<file path="src/rtl/dct_transpose_buffer_pkg.sv">
// Shared 8-point DCT definitions: block size, default element width and
// the packed-vector element placement used by every DCT stage.
package dct_transpose_buffer_pkg;

    localparam int unsigned DCT_PTS = 8;
    localparam int unsigned DCT_N   = 16;
    localparam int unsigned IDX_W   = $clog2(DCT_PTS);

    // Element idx of a packed vector sits at [elem_lsb(idx, n) +: n]; element 0 is at the MSB end.
    function automatic int unsigned elem_lsb(input int unsigned idx, input int unsigned n);
        return (DCT_PTS - 1 - idx) * n;
    endfunction

endpackage

</file>
<file path="src/rtl/dct_transpose_buffer_bank.sv">
// One 8x8 transpose bank: whole-row write port, combinational whole-column read port.
module transpose_bank
    import dct_transpose_buffer_pkg::*;
#(
    parameter int unsigned N = DCT_N
) (
    input  logic                 clk,
    input  logic                 we,
    input  logic [IDX_W-1:0]     row,
    input  logic [DCT_PTS*N-1:0] data,
    input  logic [IDX_W-1:0]     col,
    output logic [DCT_PTS*N-1:0] col_data_c
);

    // Storage is deliberately not reset; full flags in the parent gate its visibility.
    logic [N-1:0] mem [DCT_PTS][DCT_PTS];

    always_ff @(posedge clk) begin
        if (we) begin
            for (int unsigned c = 0; c < DCT_PTS; c++) begin
                mem[row][IDX_W'(c)] <= data[elem_lsb(c, N) +: N];
            end
        end
    end

    always_comb begin
        col_data_c = '0;
        for (int unsigned r = 0; r < DCT_PTS; r++) begin
            col_data_c[elem_lsb(r, N) +: N] = mem[IDX_W'(r)][col];
        end
    end

endmodule

</file>
<file path="src/rtl/dct_transpose_buffer.sv">
// Ping-pong 8x8 transpose buffer between the row and column 1-D DCT passes:
// rows in, columns out, one bank filling while the other drains.
module dct_transpose_buffer
    import dct_transpose_buffer_pkg::*;
#(
    parameter int unsigned N = DCT_N
) (
    input  logic                 clk,
    input  logic                 reset,
    input  logic                 in_valid,
    output logic                 in_ready,
    input  logic [DCT_PTS*N-1:0] in_data,
    output logic                 out_valid,
    input  logic                 out_ready,
    output logic [DCT_PTS*N-1:0] out_data,
    output logic [IDX_W-1:0]     out_col,
    output logic                 out_last
);

    localparam logic [IDX_W-1:0] LAST_IDX = IDX_W'(DCT_PTS - 1);

    logic [1:0]           full;
    logic [1:0]           full_d;
    logic                 wr_bank;
    logic                 rd_bank;
    logic [IDX_W-1:0]     wr_row;
    logic [IDX_W-1:0]     rd_col;
    logic                 wr_fire;
    logic                 rd_fire;
    logic [DCT_PTS*N-1:0] col0;
    logic [DCT_PTS*N-1:0] col1;

    // Handshakes depend only on registered flags/pointers.
    assign in_ready  = ~full[wr_bank];
    assign out_valid = full[rd_bank];
    assign wr_fire   = in_valid & in_ready;
    assign rd_fire   = out_valid & out_ready;

    assign out_data  = out_valid ? (rd_bank ? col1 : col0) : '0;
    assign out_col   = rd_col;
    assign out_last  = out_valid & (rd_col == LAST_IDX);

    transpose_bank #(.N(N)) u_bank0 (
        .clk        (clk),
        .we         (wr_fire & ~wr_bank),
        .row        (wr_row),
        .data       (in_data),
        .col        (rd_col),
        .col_data_c (col0)
    );

    transpose_bank #(.N(N)) u_bank1 (
        .clk        (clk),
        .we         (wr_fire & wr_bank),
        .row        (wr_row),
        .data       (in_data),
        .col        (rd_col),
        .col_data_c (col1)
    );

    // Fill and drain may complete in the same cycle; they always hit different banks.
    always_comb begin
        full_d = full;
        if (wr_fire && (wr_row == LAST_IDX)) begin
            full_d[wr_bank] = 1'b1;
        end
        if (rd_fire && (rd_col == LAST_IDX)) begin
            full_d[rd_bank] = 1'b0;
        end
    end

    always_ff @(posedge clk or negedge reset) begin
        if (!reset) begin
            full    <= '0;
            wr_bank <= 1'b0;
            rd_bank <= 1'b0;
            wr_row  <= '0;
            rd_col  <= '0;
        end else begin
            full <= full_d;
            if (wr_fire) begin
                wr_row <= IDX_W'(wr_row + 1'b1);
                if (wr_row == LAST_IDX) begin
                    wr_bank <= ~wr_bank;
                end
            end
            if (rd_fire) begin
                rd_col <= IDX_W'(rd_col + 1'b1);
                if (rd_col == LAST_IDX) begin
                    rd_bank <= ~rd_bank;
                end
            end
        end
    end

endmodule

</file>
<file path="config.mk">
export PLATFORM = sky130hd
export DESIGN_NAME = dct_transpose_buffer
export DESIGN_NICKNAME = d
export VERILOG_FILES = /design/src/rtl/dct_transpose_buffer_pkg.sv /design/src/rtl/dct_transpose_buffer_bank.sv /design/src/rtl/dct_transpose_buffer.sv
export SDC_FILE = /design/constraint.sdc
export NUM_CORES = 2
export LEC_CHECK = 0
export ABC_AREA = 1
export CAP_MARGIN = 25
export CORE_MARGIN = 8
export CORE_UTILIZATION = 61
export CTS_CLUSTER_SIZE = 25
export DETAILED_ROUTE_END_ITERATION = 6
export PLACE_DENSITY = 0.76
export SETUP_SLACK_MARGIN = 0.05
export SLEW_MARGIN = 25
export SYNTH_ARGS = -nofsm -noshare
export SYNTH_HDL_FRONTEND = slang
export SYNTH_SLANG_ARGS = --single-unit
</file>
<file path="constraint.sdc">
create_clock -name clk -period 9.6 [get_ports clk]
set_input_delay 1.92 -clock clk [delete_from_list [all_inputs] [get_ports clk]]
set_output_delay 1.92 -clock clk [all_outputs]
set_load 0.02 [all_outputs]
</file>
==> impl_metrics.ini <==
[clock_network]
cts_setup_buffers = 0
ctsResizeCount = 0
cts_buffer_depth = 3
clockRootBuffer = clkbuf_16
clkTransAtPathRegs_ns = 0.06
cts_tree = done
cts_made_buffers = 198
cts_hold_buf = 0
clock_sinks = 2058
cts_max_level = 4
clkLatencyLatePin_ns = 0.83

[final_layout]
layout_commonest_cell = nand2_1
multi_input_area_um2 = 19000
syn2layout_area_growth_pct = 11.9
nFillCells = 9821
final_cells = 10259
layout_common_cells = nand2_1, edfxtp_1, nand3_1
final_layout_size_suffix_gt1_share_pct = 4.67
fin_nets = 8320
postLayoutCellArea_um2 = 96800
seqCellArea_um2 = 61800

[critical_path]
path_class = reg2out
arrival_ns = 5.51
cp_max_fo = 133
crit_required_ns = 7.68
end_kind = output pin
critPathLaunchType = flop

[die]
core_um2 = 141000
die_width_um = 392
pin_count = 266
die_area_um2 = 154000
die_h_um = 392
start_util_pct = 61.3
rows = 138

[logic_synthesis]
synth_area_per_cell_um2 = 10.7
syn-cell-area_um2 = 86500
synth_top_area_share_pct = 71.1
syn_inst = 8073
synthDistinctLibCells = 20
synth_top_cell_by_area = edfxtp_1
yosysWarnings = 0
synthTopCellsByArea = edfxtp_1, nand2_1, nand3_1
synth_seq_cells = 2058
yosysSeqAreaShare_pct = 71.4
synth_fp_nets = 8209

[placement]
finalWeightedCongestion = 0.875
dp_hpwl_um = 150000
place_area_um2 = 90500
port_buffers = 265
dp.cells = 9871

[pwr]
p_leak_nw = 39.3
peakVddDrop_uv = 352
powerDensity_nw_per_um2 = 309

[flow_run]
drv_cap = 0

[route]
drt-total-wl_um = 260000
avgRoutedWirePerCell_um = 25.4
route.detailed.drc = 0
drt-pass1-iter-count = 6
drt_iter0_markers = 8925
dr_total_vias = 60432
vias_per_cell = 5.89
antenna_left = 0

[timing]
setup_tns_ns = 0
finalCritPeriodShare_pct = 77.4
finalCriticalPeriod_ns = 7.43
setup_viol = 0
worst_pin_slew_ns = 1.32
finClkSkew_ns = 0.0260
max_freq_ghz = 0.135
rsz0062_at_grt = false
relSlewSlack_pct = 11.9
slew_violations = 0
hold_viol = 0

[run_status]
status = finished, final reports clean

[global_route]
grt_pass1_vias = 57451
gr-total-overflow = 0
grt_max_degree = 190
antenna_found_initial = 46
grt_pass1_wl_um = 374000
track_usage_pct = 33.2

[hold_path]
min_path_type = reg2reg
-- cells in the mapped netlist --
master       n
dfrtp_1     10
buf_6        1
clkinv_2     1
xor2_1       4
nor2_1      18
clkbuf_1   162
ha_1         4
a21oi_1    128
buf_1       56
o21ai_1      1
o21ai_0      8
a21boi_2     1
inv_1     1036
buf_4        4
clkinv_1     1
inv_2        1
edfxtp_1  2048
nand2_1   3084
buf_2      217
nand3_1   1288
-- kinds of logic after synthesis --
logic type | Yosys count | share of synthesized area, %
compound gates | 138 | 0.806
buf+inv | 1479 | 6.76
flops | 2058 | 71.4
simple gates | 4390 | 20.9
xor+xnor | 4 | 0.0405
fa+ha+maj | 4 | 0.0579
-- path summary, 6_finish.rpt --
| kind | startpoint | endpoint | slack [ns] | cells past startpoint |
|---|---|---|---|---|
| max | out_col[0] | out_data[115] | 2.17 | 9 |
| min in group asynchronous | reset | out_col[2] | 1.45 | 1 |
| min | full[1] | full[1] | 0.61 | 4 |
| min reg2reg | full[1] | full[1] | 0.61 | 4 |
| max reg2reg | wr_bank | u_bank0.mem[7][48] | 5.71 | 6 |
| max in group asynchronous | reset | out_col[1] | 7.72 | 1 |
-- power breakdown --
group	internal [W]	total, W	switching (W)
sequential	0.0103	0.0105	0.000202
clock	0.00418	0.00746	0.00327
combinational	0.00318	0.0119	0.00871
-- worst max-delay path, stage by stage, from the launching register on --
cell	delay, ns
dfrtp_4	0.85
buf_12	0.49
buf_4	0.90
nand2_1	0.13
nand2_1	0.12
nand2_1	0.05
nand3_1	0.11
nand3_1	0.10
a21oi_1	0.87
clkdlybuf4s50_1	0.79
-- stage by stage --
step	util, %	worst slack, ns	total power (W)	hold slack [ns]
after floorplan	-	1.24	0.0172	0.541
after global placement	64.2	3.20	0.0221	0.563
after detailed placement	64.2	3.20	0.0223	0.590
after CTS	68.5	2.32	0.0296	0.601
after global routing	68.6	2.03	0.0309	0.611
final	68.6	2.17	0.0299	0.610
-- routing by layer --
layer | track usage [%] | up-vias | part of all wire [%]
li1 | - | 26742 | -
met1 | 42.8 | 28784 | 35
met2 | 51.7 | 4185 | 46
met3 | 8.29 | 713 | 13
met4 | 19.0 | 8 | 6.2
met5 | 0 | - | 0.035
-- state kept, by name, indices dropped and copies added, names as in the netlist --
register,cells
u_bank0.mem,1024
out_col,3
rd_bank,1
full,2
wr_bank,1
u_bank1.mem,1024
wr_row,3
-- final cells by class --
type                    instances  share of cell area (%)
repair buffers                351                    3.63
diodes                         21                  0.0543
multi-input cells            4536                    19.7
clock buffers                 262                    5.51
flip-flops and latches       2058                    63.8
clock inverters               102                   0.820
inverters                    1039                    4.07
well taps                    1890                    2.44
No activity file was read; power rests on OpenSTA's default activity.
